===== config.mk =====
export PLATFORM = sky130hd
export DESIGN_NAME = fpr_ctx_xfer_flat
export DESIGN_NICKNAME = d
export VERILOG_FILES = /design/src/rtl/fpr_ctx_xfer_if.sv /design/src/rtl/fpr_ctx_xfer.sv /design/src/flat_wrapper.sv
export SDC_FILE = /design/constraint.sdc
export NUM_CORES = 1
export LEC_CHECK = 0
export CELL_PAD_IN_SITES_DETAIL_PLACEMENT = 1
export CELL_PAD_IN_SITES_GLOBAL_PLACEMENT = 1
export CORE_ASPECT_RATIO = 0.7
export CORE_MARGIN = 1.5
export CORE_UTILIZATION = 29
export CTS_CLUSTER_DIAMETER = 60
export DETAILED_ROUTE_END_ITERATION = 12
export PLACE_DENSITY_LB_ADDON = 0.1
export SYNTH_ARGS = -nofsm -noshare
export SYNTH_HDL_FRONTEND = slang
export SYNTH_SLANG_ARGS = --single-unit

===== constraint.sdc =====
create_clock -name clock -period 9.5 [get_ports clock]
set_clock_uncertainty 0.1 [all_clocks]
set_input_delay 1.9 -clock clock [delete_from_list [all_inputs] [get_ports clock]]
set_output_delay 1.9 -clock clock [all_outputs]
set_load 0.005 [all_outputs]

===== src/rtl/fpr_ctx_xfer_if.sv =====
// fpr_ctx_xfer_if: bundle of context-transfer control, FPR register-file ports and memory port
// master: the sequencer (drives register ids, write data and memory requests)
// slave:  the environment (register file, memory and the trap/context-switch requester)
interface fpr_ctx_xfer_if;
  logic ctxStart;
  logic ctxDir;
  logic ctxWide;
  logic [31:0] ctxBase;
  logic ctxBusy;
  logic ctxDone;
  logic [31:0] ctxSum;
  logic [6:0] fprIdRd;
  logic [1:0] fprModeRd;
  logic [63:0] fprValRd;
  logic [6:0] fprIdWr;
  logic [63:0] fprValWr;
  logic [1:0] fprStModeWr;
  logic memReq;
  logic memWr;
  logic memWide;
  logic [31:0] memAddr;
  logic [63:0] memDataOut;
  logic [63:0] memDataIn;
  logic memOk;
  modport master (
    input ctxStart, ctxDir, ctxWide, ctxBase, fprValRd, memDataIn, memOk,
    output ctxBusy, ctxDone, ctxSum, fprIdRd, fprModeRd, fprIdWr, fprValWr, fprStModeWr,
    output memReq, memWr, memWide, memAddr, memDataOut
  );
  modport slave (
    output ctxStart, ctxDir, ctxWide, ctxBase, fprValRd, memDataIn, memOk,
    input ctxBusy, ctxDone, ctxSum, fprIdRd, fprModeRd, fprIdWr, fprValWr, fprStModeWr,
    input memReq, memWr, memWide, memAddr, memDataOut
  );
endinterface


===== src/rtl/fpr_ctx_xfer.sv =====
// fpr_ctx_xfer: FPU context save/restore sequencer driving the FPR read/write ports and memory
// Ports:
//   clock  rising-edge clock
//   reset  asynchronous active-low reset; abandons any sequence in flight
//   bus    fpr_ctx_xfer_if.master: ctxStart/ctxDir/ctxWide/ctxBase in, ctxBusy/ctxDone/ctxSum out,
//          FPR read port (fprIdRd/fprModeRd/fprValRd), FPR write port (fprIdWr/fprValWr/fprStModeWr),
//          memory port (memReq/memWr/memWide/memAddr/memDataOut/memDataIn/memOk)
// Option: define FPR_CTX_CHKSUM_EN to build the ctxSum transfer checksum; otherwise ctxSum is 0.
module fpr_ctx_xfer #(
  parameter logic [6:0] FR_BASE = 7'h20,
  parameter logic [6:0] XF_BASE = 7'h30,
  parameter logic [6:0] FPUL_ID = 7'h12,
  parameter logic [6:0] NULL_ID = 7'h7F
) (
  input logic clock,
  input logic reset,
  fpr_ctx_xfer_if.master bus
);
  typedef enum logic [2:0] {IDLE, SAVE, LOAD, WRBACK, FIN} state_t;
  state_t state, stateNx;
  logic wide;
  logic [31:0] base;
  logic [5:0] idx;
  logic [63:0] capData;
  logic isFpul;
  logic pairWide;
  logic [6:0] curId;
  logic [31:0] curAddr;
  logic [63:0] rdData;
  logic [63:0] ldData;
  // The FPUL slot is idx 16 (wide) or 32 (narrow), the only index with that bit set.
  // Narrow ids 16..31 land on XF0..XF15 through idx[4]; wide mode never reaches idx[4] before FPUL.
  always_comb begin
    isFpul = wide ? idx[4] : idx[5];
    pairWide = wide && !isFpul;
    curId = isFpul ? FPUL_ID : (idx[4] ? XF_BASE : FR_BASE) + {3'd0, idx[3:0]};
    curAddr = base + (wide ? {23'd0, idx, 3'd0} : {24'd0, idx, 2'd0});
    rdData = pairWide ? bus.fprValRd : {32'd0, bus.fprValRd[31:0]};
    ldData = pairWide ? bus.memDataIn : {32'd0, bus.memDataIn[31:0]};
  end
  always_comb begin
    stateNx = state;
    case (state)
      IDLE: if (bus.ctxStart) stateNx = bus.ctxDir ? LOAD : SAVE;
      SAVE: if (bus.memOk) stateNx = isFpul ? FIN : SAVE;
      LOAD: if (bus.memOk) stateNx = WRBACK;
      WRBACK: stateNx = isFpul ? FIN : LOAD;
      default: stateNx = IDLE;
    endcase
  end
  // All port outputs decode from the registered state, so an asserted reset idles them at once.
  always_comb begin
    bus.ctxBusy = state inside {SAVE, LOAD, WRBACK};
    bus.ctxDone = state == FIN;
    bus.fprIdRd = state == SAVE ? curId : NULL_ID;
    bus.fprModeRd = {1'b0, state == SAVE && pairWide};
    bus.memReq = state inside {SAVE, LOAD};
    bus.memWr = state == SAVE;
    bus.memWide = bus.memReq && pairWide;
    bus.memAddr = bus.memReq ? curAddr : 32'd0;
    bus.memDataOut = state == SAVE ? rdData : 64'd0;
    bus.fprIdWr = state == WRBACK ? curId : NULL_ID;
    bus.fprValWr = state == WRBACK ? capData : 64'd0;
    bus.fprStModeWr = {1'b0, state == WRBACK && pairWide};
  end
  always_ff @(posedge clock or negedge reset)
    if (!reset) state <= IDLE;
    else state <= stateNx;
  always_ff @(posedge clock or negedge reset)
    if (!reset) begin
      wide <= 1'b0;
      base <= 32'd0;
      idx <= 6'd0;
      capData <= 64'd0;
    end else begin
      if (state == IDLE && bus.ctxStart) begin
        wide <= bus.ctxWide;
        base <= bus.ctxBase;
        idx <= 6'd0;
      end
      if ((state == SAVE && bus.memOk) || state == WRBACK) idx <= idx + 6'd1;
      if (state == LOAD && bus.memOk) capData <= ldData;
    end
`ifdef FPR_CTX_CHKSUM_EN
  logic [31:0] sum;
  always_ff @(posedge clock or negedge reset)
    if (!reset) sum <= 32'd0;
    else if (state == IDLE && bus.ctxStart) sum <= 32'd0;
    else if (state == SAVE && bus.memOk) sum <= sum ^ rdData[31:0] ^ rdData[63:32];
    else if (state == WRBACK) sum <= sum ^ capData[31:0] ^ capData[63:32];
  assign bus.ctxSum = sum;
`else
  assign bus.ctxSum = 32'd0;
`endif
endmodule


===== src/flat_wrapper.sv =====
// flat-port wrapper written by rule: the top's interface ports become plain ports
module fpr_ctx_xfer_flat 
#(
  parameter logic [6:0] FR_BASE = 7'h20,
  parameter logic [6:0] XF_BASE = 7'h30,
  parameter logic [6:0] FPUL_ID = 7'h12,
  parameter logic [6:0] NULL_ID = 7'h7F
)
  (clock, reset, bus_ctxStart, bus_ctxDir, bus_ctxWide, bus_ctxBase, bus_fprValRd, bus_memDataIn, bus_memOk, bus_ctxBusy, bus_ctxDone, bus_ctxSum, bus_fprIdRd, bus_fprModeRd, bus_fprIdWr, bus_fprValWr, bus_fprStModeWr, bus_memReq, bus_memWr, bus_memWide, bus_memAddr, bus_memDataOut);
  fpr_ctx_xfer_if bus_i ();
  input logic clock;
  input logic reset;
  input wire logic [$bits(bus_i.ctxStart)-1:0] bus_ctxStart;
  input wire logic [$bits(bus_i.ctxDir)-1:0] bus_ctxDir;
  input wire logic [$bits(bus_i.ctxWide)-1:0] bus_ctxWide;
  input wire logic [$bits(bus_i.ctxBase)-1:0] bus_ctxBase;
  input wire logic [$bits(bus_i.fprValRd)-1:0] bus_fprValRd;
  input wire logic [$bits(bus_i.memDataIn)-1:0] bus_memDataIn;
  input wire logic [$bits(bus_i.memOk)-1:0] bus_memOk;
  output wire logic [$bits(bus_i.ctxBusy)-1:0] bus_ctxBusy;
  output wire logic [$bits(bus_i.ctxDone)-1:0] bus_ctxDone;
  output wire logic [$bits(bus_i.ctxSum)-1:0] bus_ctxSum;
  output wire logic [$bits(bus_i.fprIdRd)-1:0] bus_fprIdRd;
  output wire logic [$bits(bus_i.fprModeRd)-1:0] bus_fprModeRd;
  output wire logic [$bits(bus_i.fprIdWr)-1:0] bus_fprIdWr;
  output wire logic [$bits(bus_i.fprValWr)-1:0] bus_fprValWr;
  output wire logic [$bits(bus_i.fprStModeWr)-1:0] bus_fprStModeWr;
  output wire logic [$bits(bus_i.memReq)-1:0] bus_memReq;
  output wire logic [$bits(bus_i.memWr)-1:0] bus_memWr;
  output wire logic [$bits(bus_i.memWide)-1:0] bus_memWide;
  output wire logic [$bits(bus_i.memAddr)-1:0] bus_memAddr;
  output wire logic [$bits(bus_i.memDataOut)-1:0] bus_memDataOut;
  assign bus_i.ctxStart = bus_ctxStart;
  assign bus_i.ctxDir = bus_ctxDir;
  assign bus_i.ctxWide = bus_ctxWide;
  assign bus_i.ctxBase = bus_ctxBase;
  assign bus_i.fprValRd = bus_fprValRd;
  assign bus_i.memDataIn = bus_memDataIn;
  assign bus_i.memOk = bus_memOk;
  assign bus_ctxBusy = bus_i.ctxBusy;
  assign bus_ctxDone = bus_i.ctxDone;
  assign bus_ctxSum = bus_i.ctxSum;
  assign bus_fprIdRd = bus_i.fprIdRd;
  assign bus_fprModeRd = bus_i.fprModeRd;
  assign bus_fprIdWr = bus_i.fprIdWr;
  assign bus_fprValWr = bus_i.fprValWr;
  assign bus_fprStModeWr = bus_i.fprStModeWr;
  assign bus_memReq = bus_i.memReq;
  assign bus_memWr = bus_i.memWr;
  assign bus_memWide = bus_i.memWide;
  assign bus_memAddr = bus_i.memAddr;
  assign bus_memDataOut = bus_i.memDataOut;
  fpr_ctx_xfer #(.FR_BASE(FR_BASE), .XF_BASE(XF_BASE), .FPUL_ID(FPUL_ID), .NULL_ID(NULL_ID)) u_core (.clock(clock), .reset(reset), .bus(bus_i));
endmodule

[Word level (Yosys, flattened, before mapping)]
Cells that the tools add are included.
Widths: inputs -> output; s select.
Cells by class
  add/subtract/negate cells: 3
  equality and inequality tests: 7
  multiplexer cells: 20
  reduce and logical (&&, ||, !) cells: 14
Operator list (count)
  $mux 64: 4
  $add 32x32->32: 1
  $mux 32: 1
  $mux 7: 3
  $mux 3: 5
  $mux 6: 2
  $pmux 3 s4: 1
  $mux 9: 1
  $add 7x4->7: 1
  $logic_and 1x1->1: 7
  $add 6x1->6 const B: 1
  $eq 3x2->1 const B: 2
  $ne 2x2->1 const B: 3
  $mux 5: 1
  $reduce_bool 2->1: 2
  $eq 3x1->1 const B: 1
  $eq 3x3->1 const B: 1
  $logic_not 3->1: 1
  $reduce_and 3->1: 1
  $reduce_bool 3->1: 1
  $mux 2: 1
  $logic_not 1->1: 1
  $logic_or 1x1->1: 1
  $mux 1: 1
Word-level totals
  register bits: 106
  bits of input ports: 166
  output and inout port bits: 215
  logic and storage cells: 49

[Logic depth before layout (Yosys ltp)]
  word-level depth: 5
  mapped depth: 11
  depth with buffers taken out: 8

[Worst setup path before layout]
No wires, ideal clock.
  kind: reg-to-output
  start: register u_core.wide
  end: output port bus_memAddr[31]
  data arrival time: 2.545 ns
  required time: 7.500 ns
  setup slack: 4.955 ns
  cell stages (with the launch flop): 9
  path buffers: 1
  path through: dfrtp_1 -> clkbuf_1 -> mux2_2 -> ha_1 -> o211ai_1 -> o211ai_2 -> nand2_1 -> or4_1 -> a21oi_1
Between the ends
  cells in the longest elaborated chain, start to end: 3
Ends and longest elaborated chain
  from (decl): RTL line fpr_ctx_xfer.sv:21  | logic wide;
  from (signal assigned): RTL line fpr_ctx_xfer.sv:77  | wide <= bus.ctxWide;
  $mux 9: RTL line fpr_ctx_xfer.sv:37  | curAddr = base + (wide ? {23'd0, idx, 3'd0} : {24'd0, idx, 2'd0});
  $add 32x32->32: RTL line fpr_ctx_xfer.sv:37
  $mux 32: RTL line fpr_ctx_xfer.sv:60  | bus.memAddr = bus.memReq ? curAddr : 32'd0;
  to (decl): RTL line flat_wrapper.sv:31  | output wire logic [$bits(bus_i.memAddr)-1:0] bus_memAddr;
No other way between the ends.

[Final worst setup path]
Ends and elaborated chain as after synthesis.

==> key figures <==
Routing
  – Drt drc: 0
  – Vias: 6,096
  – DRT iter0 DRCs: 213
  – Routed Wire Length: 25,400 um
  – Routed len/inst: 19.6 um
  – Pre-antenna DRT Iters: 4
  – DR vias/cell: 4.70
  – Post-route ant nets: 0

STA
  – Final period util: 65.6%
  – Final Setup Violations: 0
  – TNS Setup: 0 ns
  – Endpoints failing hold: 0
  – Final slew viol count: 0
  – RSZ-0062 raised after global routing: false
  – Setup WS post-layout: 3.26 ns
  – Worst slew margin: 27.5%
  – Fmax: 160 MHz
  – Crit path time final: 6.24 ns
  – Least-Margin Pin Slew: 1.08 ns

Logic synthesis
  – Most used DFF post-synth: dfrtp_1
  – Mean post-synth cell area: 9.15 um^2
  – Register bit total from synthesis: 106
  – Seq/Total Area, Yosys: 41.8%
  – EDFF count, synth: 0
  – Ys Warns: 0
  – Post-Syn Instances: 693
  – Synth Cell Area: 6340 um^2
  – Synth unique cells: 44
  – Async SR Flop Fraction: 100%
  – Largest area contributor in the netlist: dfrtp_1
  – Largest family of logic cells by synthesized area: simple AND/OR/NAND/NOR gates
  – Simple-Gate Fraction of Synth Area: 26.8%
  – Post-synthesis adder-cell area fraction: 1.89%
  – Compound-Gate Fraction of Synth Area: 6.32%
  – Top cells by area, synth: dfrtp_1 42%, mux2_2 12%, and3_1 10%
  – Top-area cell type share of the netlist area: 41.8%
  – Synth Area in XOR/XNOR: 3.32%
  – Mux contribution to synthesized area: 12.0%

Worst setup path
  – CP Data Required Time: 7.50 ns
  – Setup crit end kind: output pin
  – CP max FO: 19
  – CP Data Arrival Time: 4.24 ns
  – Setup crit start kind: flip-flop
  – Crit path kind: reg -> out
  – R2R depth: 4

Pwr
  – Worst vdd ir: 0.0000737 V
  – Switching part of the total: 32.8%
  – Flop pwr share: 40.4%
  – Leak pwr: 4.52 nW
  – Switch Pwr: 0.498 mW
  – Power Internal: 1.02 mW
  – Clk pwr share: 25.5%
  – Combinational fraction of design power: 34.1%
  – PwrDens: 149 nW/um^2

Floorplan
  – Placeable Area: 21,600 um^2
  – Die width: 180 um
  – Initial Utilization: 29.4%
  – Die footprint: 22,800 um^2
  – Core Rows: 45
  – Die height: 127 um
  – I/O pin count: 381

Clock tree
  – CTS Buf Count: 9
  – CTS tree: done
  – CTS clock-pin slew for the worst setup and hold paths: 0.08 ns
  – CTS max path bufs: 2
  – Sink Count: 106
  – Post-CTS setup buffers: 0
  – CTS resizes: 0
  – Hold Buf Count CTS: 0
  – Skew-Pair Late Insertion Delay: 0.36 ns
  – Root buf cell: clkbuf_16
  – H-tree depth: 3

Layout
  – Final nets: 1,181
  – Layout area overhead: 61.0%
  – Multi-input gate area: 3340 um^2
  – Fillers: 2,474
  – FF+latch area: 2650 um^2
  – Final instance area: 10,200 um^2
  – Layout cells sized above 1: 9.89%

Global routing
  – Largest net degree at the start of global routing: 91
  – Vias in the first global route: 6,106
  – Global-route wire length before repair: 37,700 um
  – Initial antenna violation count: 3
  – Remaining global-route overflow: 0
  – GRT Util Overall: 21.7%

Placed design
  – Dpl cell area: 9890 um^2
  – IO buf count: 346
  – DP HPWL: 19,100 um
  – RePlAce Congestion: 0.820
  – Setup Slack @ Placement: 3.64 ns

Run status
  – Outcome: completed

Run
  – Max Cap Viol: 0

Hold path
  – WHS Path Cells: 2
  – Min-Delay Path Class: reg -> reg
-- synth_stat cells, drive strengths merged (2+ instances only) --
cell and number:
or3 7, nor3 6, mux2i 3, inv 10, xnor2 5, o21ai 49, clkbuf 49, and4 2
a211oi 4, a21oi 11, dfrtp 106, and3 102, nor2 40, a21o 2, buf 35, nand2b 6
nand2 91, and2 35, o211ai 2, nor2b 3, ha 8, nand4 13, xor2 19, mux2 65
nand3 10
-- cell usage in the layout, fill, tap and decap left out, types with 2 or more instances in the layout --
cell	synthesis	routed
a211oi_1	4	4
a21o_1	2	2
a21oi_1	11	11
and2_1	35	35
and3_1	101	101
buf_4	34	8
clkbuf_16	0	9
clkdlybuf4s50_1	0	345
clkinv_8	0	2
conb_1	1	34
dfrtp_1	106	105
diode_2	0	3
ha_1	8	8
inv_1	10	10
inv_8	0	2
mux2_2	65	65
mux2i_1	3	3
nand2_1	90	90
nand2b_1	6	6
nand3_1	9	9
nand4_1	12	12
nor2_1	40	40
nor2b_4	0	2
nor3_1	6	6
o21ai_0	48	48
or3_1	7	7
xnor2_1	5	5
xor2_1	19	19
-- stage by stage --
step                      power [mW]  std cells  utilization, %  hold slack (ns)
after floorplan                0.858        726               -            0.342
after global placement          1.13       1277            45.9            0.353
after detailed placement        1.14       1277            45.9            0.363
after CTS                       1.54       1293            47.3            0.382
after global routing            1.61       1293            47.3            0.414
final                           1.52       1296            47.3            0.377
-- power by group through the flow --
stage          registers [mW]  logic, mW  clock network (mW)
2_1_floorplan           0.595      0.263                   0
3_3_place_gp            0.618      0.515                   0
3_5_place_dp            0.623      0.520                   0
4_1_cts                 0.614      0.524               0.404
5_1_grt                 0.630      0.563               0.417
6_report                0.615      0.518               0.388
-- final cells by class --
cell class              count  area share, %
well taps                 282           3.46
clock inverters             7          0.785
clock buffers               9           2.21
multi-input cells         526           32.7
inverters                  10          0.368
flip-flops and latches    106           26.0
repair buffers            353           34.4
diodes                      3         0.0736
-- final timing paths --
| path | startpoint | end | slack (ns) |
|---|---|---|---|
| hold reg to reg | u_core.capData[50] | u_core.capData[50] | 0.38 |
| setup / recovery | u_core.wide | bus_memAddr[31] | 3.26 |
| min in group asynchronous | reset | u_core.capData[34] | 1.46 |
| max in group asynchronous | reset | u_core.capData[19] | 6.60 |
| hold / removal | u_core.capData[50] | u_core.capData[50] | 0.38 |
| setup reg to reg | u_core.state[1] | u_core.capData[14] | 6.76 |
-- registers in the layout, summed over array words and instances (netlist names) --
register,count
u_core.capData,64
u_core.idx,6
u_core.wide,1
u_core.base,32
u_core.state,3
-- per-layer routing --
| layer | up-vias | GRT usage (%) | wire (um) |
|---|---|---|---|
| li1 | 2925 | - | - |
| met1 | 2943 | 27.6 | 11400 |
| met2 | 206 | 34.9 | 11600 |
| met3 | 22 | 7.72 | 2020 |
| met4 | 0 | 5.49 | 422 |
| met5 | - | 0 | 0 |
-- cell families (layout without fill, tap and decap cells) --
group,count (synthesis),in the layout
AND/OR/NAND/NOR,319,319
flip-flops,106,106
buffers and inverters,94,379
AO/OA/AOI/OAI,72,72
multiplexers,68,68
XOR/XNOR,24,24
adder cells (fa/ha/maj),9,9
other,1,37
-- critical path, cell delays in order (launching register included) --
cell and delay (ns):
dfrtp_1 0.56, mux2i_1 0.47, inv_1 0.25, ha_1 0.38
o21ai_0 0.10, nand2b_1 0.57, nand2_1 0.30, or4_1 0.54
a21oi_1 0.16, clkdlybuf4s50_1 0.54
(Power assumes the default switching activity.)
